===== src/rtl/poker_pkg.sv =====
// rtl/poker_pkg.sv - shared ranks, categories, score layout and scan helpers
// Used by the hand evaluator top level and its rank-scan datapath.
package poker_pkg;

  localparam logic [3:0] RANK_MIN      = 4'd2;
  localparam logic [3:0] RANK_MAX      = 4'd14;
  localparam logic [3:0] RANK_WHEEL_HI = 4'd5;
  localparam int         NUM_RANKS     = 13;
  localparam int         ACE_IDX       = NUM_RANKS - 1;

  localparam logic [1:0] SUIT_C = 2'd0;
  localparam logic [1:0] SUIT_H = 2'd1;
  localparam logic [1:0] SUIT_S = 2'd2;
  localparam logic [1:0] SUIT_D = 2'd3;

  localparam logic [3:0] CAT_HIGH     = 4'd0;
  localparam logic [3:0] CAT_PAIR     = 4'd1;
  localparam logic [3:0] CAT_TWO_PAIR = 4'd2;
  localparam logic [3:0] CAT_TRIPS    = 4'd3;
  localparam logic [3:0] CAT_STRAIGHT = 4'd4;
  localparam logic [3:0] CAT_FLUSH    = 4'd5;
  localparam logic [3:0] CAT_FULL     = 4'd6;
  localparam logic [3:0] CAT_QUADS    = 4'd7;
  localparam logic [3:0] CAT_SF       = 4'd8;

  localparam int SCORE_W       = 24;
  localparam int SCORE_CAT_LSB = 20;
  localparam int SCORE_K0_LSB  = 16;
  localparam int KICKER_W      = 4;

  typedef struct packed {
    logic [1:0] suit;
    logic [3:0] rank;
  } card_t;

  // Element 0 holds the highest rank; unused slots stay zero.
  typedef logic [4:0][3:0] rank5_t;

  typedef struct packed {
    logic [2:0]      run_any;
    logic [3:0][2:0] run_s;
    logic [3:0]      st_hi;
    logic [3:0]      sf_hi;
    logic [2:0]      n_all;
    rank5_t          top_all;
    logic [3:0][2:0] n_s;
    rank5_t [3:0]    top_s;
    logic [3:0]      quad_r;
    logic [3:0]      trip_hi;
    logic [3:0]      trip_lo;
    logic [3:0]      pair_hi;
    logic [3:0]      pair_lo;
  } scan_state_t;

  function automatic logic [2:0] run_next(input logic [2:0] run, input logic present);
    if (!present) return 3'd0;
    return (run == 3'd5) ? 3'd5 : run + 3'd1;
  endfunction

  function automatic logic [2:0] pop5(input logic [4:0] v);
    return {2'b0, v[0]} + {2'b0, v[1]} + {2'b0, v[2]} + {2'b0, v[3]} + {2'b0, v[4]};
  endfunction

  // Compacts the descending rank list with up to two ranks removed.
  function automatic rank5_t drop_ranks(input rank5_t top, input logic [3:0] ea,
                                        input logic [3:0] eb);
    rank5_t res;
    int     j;
    res = '0;
    j   = 0;
    for (int i = 0; i < 5; i++) begin
      if (top[i] != 4'd0 && top[i] != ea && top[i] != eb) begin
        res[j] = top[i];
        j++;
      end
    end
    return res;
  endfunction

endpackage


===== src/rtl/hand_rank_scan.sv =====
// rtl/hand_rank_scan.sv - per-rank scan datapath, one rank column per step
// Ranks arrive Ace-to-Two, so every "first seen" record is already the highest.
module hand_rank_scan
  import poker_pkg::*;
(
  input  logic        clk,
  input  logic        reset_n,
  input  logic        clear,
  input  logic        step,
  input  logic [3:0]  rank,
  input  logic [3:0]  col,
  output scan_state_t st
);

  scan_state_t nxt;
  logic        any;
  logic [2:0]  cnt;

  always_comb begin
    nxt = st;
    any = |col;
    cnt = {2'b0, col[0]} + {2'b0, col[1]} + {2'b0, col[2]} + {2'b0, col[3]};
    if (step) begin
      nxt.run_any = run_next(st.run_any, any);
      if (any && st.run_any >= 3'd4 && st.st_hi == 4'd0)
        nxt.st_hi = rank + 4'd4;
      if (any && st.n_all < 3'd5) begin
        nxt.top_all[st.n_all] = rank;
        nxt.n_all             = st.n_all + 3'd1;
      end
      for (int s = 0; s < 4; s++) begin
        nxt.run_s[s] = run_next(st.run_s[s], col[s]);
        if (col[s] && st.run_s[s] >= 3'd4 && st.sf_hi == 4'd0)
          nxt.sf_hi = rank + 4'd4;
        if (col[s] && st.n_s[s] < 3'd5) begin
          nxt.top_s[s][st.n_s[s]] = rank;
          nxt.n_s[s]              = st.n_s[s] + 3'd1;
        end
      end
      // Exact counts keep trips out of the pair slots and quads out of both.
      case (cnt)
        3'd4: if (st.quad_r == 4'd0) nxt.quad_r = rank;
        3'd3: begin
          if (st.trip_hi == 4'd0)      nxt.trip_hi = rank;
          else if (st.trip_lo == 4'd0) nxt.trip_lo = rank;
        end
        3'd2: begin
          if (st.pair_hi == 4'd0)      nxt.pair_hi = rank;
          else if (st.pair_lo == 4'd0) nxt.pair_lo = rank;
        end
        default: ;
      endcase
    end
  end

  always_ff @(posedge clk or negedge reset_n) begin
    if (!reset_n)   st <= '0;
    else if (clear) st <= '0;
    else            st <= nxt;
  end

endmodule


===== src/rtl/hand_evaluator.sv =====
// rtl/hand_evaluator.sv - sequential poker hand evaluator producing a 24-bit ordered score
// Loads cards into a suit/rank matrix, scans ranks, then classifies in one final cycle.
module hand_evaluator
  import poker_pkg::*;
#(
  parameter int NUM_CARDS = 7,
  parameter int CARD_W    = 6
) (
  input  logic                        clk,
  input  logic                        reset_n,
  input  logic                        start,
  input  logic [NUM_CARDS*CARD_W-1:0] cards,
  output logic                        busy,
  output logic                        done,
  output logic [SCORE_W-1:0]          score,
  output logic                        flush_draw,
  output logic                        straight_draw,
  output logic                        dup_err
);

  typedef enum logic [2:0] {S_IDLE, S_LOAD, S_SCAN, S_FINAL, S_DONE} state_t;

  state_t                        state_q, state_n;
  logic [NUM_CARDS*CARD_W-1:0]   cards_q;
  logic [3:0]                    load_cnt;
  logic [3:0]                    scan_rank;
  logic [3:0][NUM_RANKS-1:0]     mat;
  logic [3:0][3:0]               suit_cnt;
  logic                          dup_q;
  logic                          done_q;

  card_t                         cur;
  logic                          cur_ok;
  logic [3:0]                    cur_idx;
  logic [3:0]                    scan_idx;
  logic [3:0]                    col;
  logic                          accept;
  scan_state_t                   sc;

  assign accept   = (state_q == S_IDLE) && start;
  assign cur      = card_t'(cards_q[5:0]);
  assign cur_ok   = (cur.rank >= RANK_MIN) && (cur.rank <= RANK_MAX);
  assign cur_idx  = cur.rank - RANK_MIN;
  assign scan_idx = scan_rank - RANK_MIN;
  assign done     = done_q;

  always_comb begin
    col = '0;
    for (int s = 0; s < 4; s++) col[s] = mat[s][scan_idx];
  end

  always_ff @(posedge clk or negedge reset_n) begin
    if (!reset_n) state_q <= S_IDLE;
    else          state_q <= state_n;
  end

  always_comb begin
    state_n = state_q;
    busy    = (state_q != S_IDLE);
    case (state_q)
      S_IDLE:  if (start) state_n = S_LOAD;
      S_LOAD:  if (load_cnt == 4'(NUM_CARDS - 1)) state_n = S_SCAN;
      S_SCAN:  if (scan_rank == RANK_MIN) state_n = S_FINAL;
      S_FINAL: state_n = S_DONE;
      S_DONE:  state_n = S_IDLE;
      default: state_n = S_IDLE;
    endcase
  end

  // Cards shift down so slot 0 is always the one being loaded.
  always_ff @(posedge clk or negedge reset_n) begin
    if (!reset_n) begin
      cards_q   <= '0;
      load_cnt  <= '0;
      scan_rank <= '0;
      mat       <= '0;
      suit_cnt  <= '0;
      dup_q     <= 1'b0;
    end else begin
      case (state_q)
        S_IDLE: if (start) begin
          cards_q   <= cards;
          load_cnt  <= '0;
          scan_rank <= RANK_MAX;
          mat       <= '0;
          suit_cnt  <= '0;
          dup_q     <= 1'b0;
        end
        S_LOAD: begin
          cards_q  <= cards_q >> CARD_W;
          load_cnt <= load_cnt + 4'd1;
          if (cur_ok) begin
            if (mat[cur.suit][cur_idx]) begin
              dup_q <= 1'b1;
            end else begin
              mat[cur.suit][cur_idx] <= 1'b1;
              suit_cnt[cur.suit]     <= suit_cnt[cur.suit] + 4'd1;
            end
          end
        end
        S_SCAN: scan_rank <= scan_rank - 4'd1;
        default: ;
      endcase
    end
  end

  hand_rank_scan u_scan (
    .clk     (clk),
    .reset_n (reset_n),
    .clear   (accept),
    .step    (state_q == S_SCAN),
    .rank    (scan_rank),
    .col     (col),
    .st      (sc)
  );

  logic [NUM_RANKS-1:0] pres;
  logic [3:0]           straight_hi, sf_top, cat;
  logic                 flush_hit, near_flush, near_straight;
  logic [1:0]           flush_suit;
  rank5_t               kick, rest;
  logic [SCORE_W-1:0]   score_n;
  logic                 fd_n, sd_n;

  always_comb begin
    pres        = mat[0] | mat[1] | mat[2] | mat[3];
    straight_hi = sc.st_hi;
    // A run still open at the Two with four ranks means 5-4-3-2; the Ace closes the wheel.
    if (straight_hi == 4'd0 && pres[ACE_IDX] && sc.run_any >= 3'd4)
      straight_hi = RANK_WHEEL_HI;
    sf_top = sc.sf_hi;
    for (int s = 0; s < 4; s++)
      if (sf_top == 4'd0 && mat[s][ACE_IDX] && sc.run_s[s] >= 3'd4)
        sf_top = RANK_WHEEL_HI;

    flush_hit  = 1'b0;
    flush_suit = 2'd0;
    near_flush = 1'b0;
    for (int s = 0; s < 4; s++) begin
      if (suit_cnt[s] >= 4'd5 && !flush_hit) begin
        flush_hit  = 1'b1;
        flush_suit = 2'(s);
      end
      if (suit_cnt[s] == 4'd4) near_flush = 1'b1;
    end

    near_straight = (pop5({pres[ACE_IDX], pres[3:0]}) == 3'd4);
    for (int h = 0; h <= NUM_RANKS - 5; h++)
      if (pop5(pres[h +: 5]) == 3'd4) near_straight = 1'b1;

    cat  = CAT_HIGH;
    kick = '0;
    rest = '0;
    if (sf_top != 4'd0) begin
      cat     = CAT_SF;
      kick[0] = sf_top;
    end else if (sc.quad_r != 4'd0) begin
      cat     = CAT_QUADS;
      rest    = drop_ranks(sc.top_all, sc.quad_r, 4'd0);
      kick[0] = sc.quad_r;
      kick[1] = rest[0];
    end else if (sc.trip_hi != 4'd0 && (sc.trip_lo != 4'd0 || sc.pair_hi != 4'd0)) begin
      cat     = CAT_FULL;
      kick[0] = sc.trip_hi;
      kick[1] = (sc.trip_lo > sc.pair_hi) ? sc.trip_lo : sc.pair_hi;
    end else if (flush_hit) begin
      cat  = CAT_FLUSH;
      kick = sc.top_s[flush_suit];
    end else if (straight_hi != 4'd0) begin
      cat     = CAT_STRAIGHT;
      kick[0] = straight_hi;
    end else if (sc.trip_hi != 4'd0) begin
      cat     = CAT_TRIPS;
      rest    = drop_ranks(sc.top_all, sc.trip_hi, 4'd0);
      kick[0] = sc.trip_hi;
      kick[1] = rest[0];
      kick[2] = rest[1];
    end else if (sc.pair_hi != 4'd0 && sc.pair_lo != 4'd0) begin
      cat     = CAT_TWO_PAIR;
      rest    = drop_ranks(sc.top_all, sc.pair_hi, sc.pair_lo);
      kick[0] = sc.pair_hi;
      kick[1] = sc.pair_lo;
      kick[2] = rest[0];
    end else if (sc.pair_hi != 4'd0) begin
      cat     = CAT_PAIR;
      rest    = drop_ranks(sc.top_all, sc.pair_hi, 4'd0);
      kick[0] = sc.pair_hi;
      kick[1] = rest[0];
      kick[2] = rest[1];
      kick[3] = rest[2];
    end else begin
      kick = sc.top_all;
    end

    fd_n    = near_flush && !flush_hit;
    sd_n    = near_straight && (straight_hi == 4'd0);
    score_n = '0;
    score_n[SCORE_CAT_LSB +: KICKER_W] = cat;
    for (int i = 0; i < 5; i++)
      score_n[SCORE_K0_LSB - KICKER_W*i +: KICKER_W] = kick[i];
  end

  always_ff @(posedge clk or negedge reset_n) begin
    if (!reset_n) begin
      score         <= '0;
      flush_draw    <= 1'b0;
      straight_draw <= 1'b0;
      dup_err       <= 1'b0;
      done_q        <= 1'b0;
    end else begin
      done_q <= (state_q == S_DONE);
      if (state_q == S_FINAL) begin
        score         <= score_n;
        flush_draw    <= fd_n;
        straight_draw <= sd_n;
        dup_err       <= dup_q;
      end
    end
  end

endmodule


===== config.mk =====
export PLATFORM = sky130hd
export DESIGN_NAME = hand_evaluator
export DESIGN_NICKNAME = d
export VERILOG_FILES = /design/src/rtl/poker_pkg.sv /design/src/rtl/hand_rank_scan.sv /design/src/rtl/hand_evaluator.sv
export SDC_FILE = /design/constraint.sdc
export NUM_CORES = 1
export LEC_CHECK = 0
export ABC_AREA = 1
export BUFFER_PORTS_ARGS = -buffer_cell sky130_fd_sc_hd__buf_2
export CORE_MARGIN = 8
export CORE_UTILIZATION = 60
export CTS_CLUSTER_DIAMETER = 100
export DETAILED_ROUTE_END_ITERATION = 8
export GPL_TIMING_DRIVEN = 0
export MAX_ROUTING_LAYER = met4
export PLACE_DENSITY = 0.83
export SYNTH_ARGS = -nofsm -noshare
export SYNTH_HDL_FRONTEND = slang
export SYNTH_SLANG_ARGS = --single-unit

===== constraint.sdc =====
create_clock -name clk -period 10.2 [get_ports clk]
set_clock_uncertainty 0.05 [all_clocks]
set_input_delay 1.02 -clock clk [delete_from_list [all_inputs] [get_ports clk]]
set_output_delay 1.02 -clock clk [all_outputs]
set_load 0.05 [all_outputs]

==> impl_results.md <==
- Status: finished clean
- Fill count: 2,851
- Final core occ: 67.2%
- Drt total wl: 67.3 mm
- Cell repeated most along the worst path: ha_1
- Yosys Warn Count: 0
- I/O Buffers: 73
- Global-route wire length before repair: 105 mm
- Critical Path Fanout Max: 12
- Gate Count Post-Synth: 2,741
- Residual DRC count: 0
- Via count: 20,300
- Pre-antenna DRT Iters: 6
- Adder-cell share of the synthesized area: 5.14%
- Crit. Startpoint: scan_rank[1]
- Sequential element share of the synthesized area: 38.5%
- Worst Hold Class: reg2reg
- Cell area after synthesis: 20,000 um2
- H-Tree Depth: 2
- Critical R2R Capture: u_scan.st[0]
- Slew headroom: 35.6%
- Critical Path End Type: flop
- Beginning of the worst hold path: score[8]
- GPL Wtd Cong: 0.996
- Synth Area in XOR/XNOR: 2.88%
- Most common cell after layout, fill and taps aside: nand2_1
- Antenna-violating nets left: 0
- Die area: 39,500 um2
- Resized cells post-CTS: 0
- Clk buf depth: 3
- Slew @ Worst Pin: 0.966 ns
- Reg2Reg Depth: 14
- Critical-path cell list: inv_2, buf_2, ha_1, xnor2_1, o211ai_1, nand2_1, inv_1, ha_1, fa_1, ha_1, inv_1, nor3_1, a31oi_1, o21ai_0
- Largest family of logic cells by synthesized area: simple AND/OR/NAND/NOR gates
- RSZ-0062 raised after global routing: no
- Leakage: 10.9 nW
- Number of global-route vias before repair: 19,500
- Post-synth top flop: dfrtp_1
- Critical path data required time: 10.55 ns
- Die width: 199 um
- Starting density of the core: 60.4%
- Mux contribution to synthesized area: 0%
- Max Cap Viol: 0
- Drt first-iter violations: 2,066
- PD cells: 344 nW/um2
- Compound-cell area share of the yosys netlist: 17.2%
- Final min period: 4.49 ns
- Largest net degree at the start of global routing: 118
- R2r setup slk: 5.71 ns
- Worst-path clk slew: 0.06 ns
- Num rows: 67
- Initial antenna violation count: 0
- Final Hold Viols: 0
- Arr. time, crit path: 4.84 ns
- Achievable Freq: 223 MHz
- I/O pin count: 74
- Syn Area/Cell: 7.31 um2
- Via density: 6.09
- Global route overflow: 0
- Synth Register Bits: 308
- Worst Setup Start Kind: flop
- Cts bufs inserted: 37
- Clock latency on the worst-skew pair: 0.56 ns
- Post-synth EDFFs: 0
- Total negative slack: 0 ns
- Net Count, Synth: 2,854
- Gr usage total: 34.9%
- Slowest-stage cell, CP: a31oi_1
- Dpl hpwl: 49.2 mm
- Commonest non-fill, non-tap cells in the layout: nand2_1 (756), dfrtp_1 (308), inv_1 (282)
- Fin crit share: 44.0%
- CTS root buf: clkbuf_16
- Core box area: 33,200 um2
- Peak per-stage delay on the critical path: 0.63 ns
- Crit Path Class: reg2reg
- Die H: 199 um
- CTS tree: done
- Setup-failing EPs final: 0
- TritonCTS Sinks: 308
- Hold_buf cts: 0
- Synth unique cells: 58
- Area Overhead vs Synth: 11.3%
- ANT cells: 0
- Peak supply drop: 0.246 mV
- Nets: 2,968
- Worst setup path end: u_scan.st[0]
- R2r startpoint: scan_rank[1]
- WL/cell: 20.2 um
- Setup Buffers After CTS: 0
- Simple-gate portion of the synthesized area: 27.1%
- Final Slew Violations: 0
- Share of layout cells above drive strength 1: 10.1%
- Async set-reset flop share out of synthesis: 100%
## registers in the layout, summed over array words and instances, names as in the netlist, 3 cells and up
signal and count:
mat 52, state_q 3, scan_rank 4, suit_cnt 16
cards_q 42, u_scan.st 158, load_cnt 4, score 24
## kinds of logic (layout without fill, tap and decap cells)
| kind of cell | count (synthesis) | after routing |
|---|---|---|
| flip-flops | 308 | 308 |
| XOR/XNOR | 66 | 66 |
| adder cells (fa/ha/maj) | 68 | 68 |
| AO/OA/AOI/OAI | 606 | 606 |
| AND/OR/NAND/NOR | 1258 | 1258 |
| buffers and inverters | 435 | 578 |
## area by class of cell
type	instances	area (um2)	area share [%]
Buffer	130	681	3.05
Clock buffer	54	1080	4.85
Clock inverter	14	195	0.875
Inverter	305	1160	5.20
Multi-Input combinational cell	1998	10500	47.0
Sequential cell	308	7710	34.6
Tap cell	448	561	2.51
Timing Repair Buffer	75	430	1.93
## layer usage
layer	vias to the layer above	track usage [%]	wire, um
li1	9323	-	-
met1	9623	43.6	26900
met2	1129	55.1	31000
met3	221	6.06	6090
met4	0	16.0	3310
met5	-	-	0
## per-stage QoR
step | instances | total power (W) | cell area, um2 | setup WS, ns | hold WS, ns
6_report | 3332 | 0.00766 | 22300 | 5.71 | 0.425
5_1_grt | 3332 | 0.00818 | 22300 | 5.51 | 0.440
4_1_cts | 3332 | 0.00756 | 22300 | 5.75 | 0.427
3_5_place_dp | 3264 | 0.00615 | 21000 | 5.79 | 0.410
3_3_place_gp | 3262 | 0.00602 | 21000 | 2.28 | 0.406
2_1_floorplan | 2741 | 0.00485 | 20000 | 6.81 | 0.390
## power breakdown
part	switching, W	internal (W)
registers	0.000203	0.00150
logic	0.00327	0.00130
clock network	0.000543	0.000845
total	0.00401	0.00365
## critical path, delay by kind of cell, from the launching register on
kind | cells | cell delay, ns
AO/OA/AOI/OAI | 3 | 1.04
XOR/XNOR | 1 | 0.60
adder cells (fa/ha/maj) | 4 | 1.26
buffers and inverters | 4 | 0.60
flip-flops | 1 | 0.53
AND/OR/NAND/NOR | 2 | 0.22
## how the worst min path moves through the flow
stage	cells past startpoint	slack, ns	endpoint
global route	2	0.44	score[12]
detailed placement	2	0.41	score[10]
floorplan	1	0.39	done
CTS	2	0.43	suit_cnt[12]
global placement	2	0.41	suit_cnt[13]
finish	2	0.42	score[8]
## synthesized netlist by cell type, types with 24 or more instances
library cell	instances	area [um2]
buf_2	40	200
o22ai_1	90	563
nor2_1	168	631
nand4_1	58	363
xnor2_1	30	263
nand2_1	756	2840
nand3_1	191	956
xor2_1	36	315
o211ai_1	27	203
ha_1	44	551
o21ai_1	56	280
dfrtp_1	308	7710
fa_1	24	480
a21oi_1	88	440
clkbuf_1	54	203
o21ai_0	269	1350
inv_1	282	1060
Note: power is estimated with default switching activity, not from simulation.
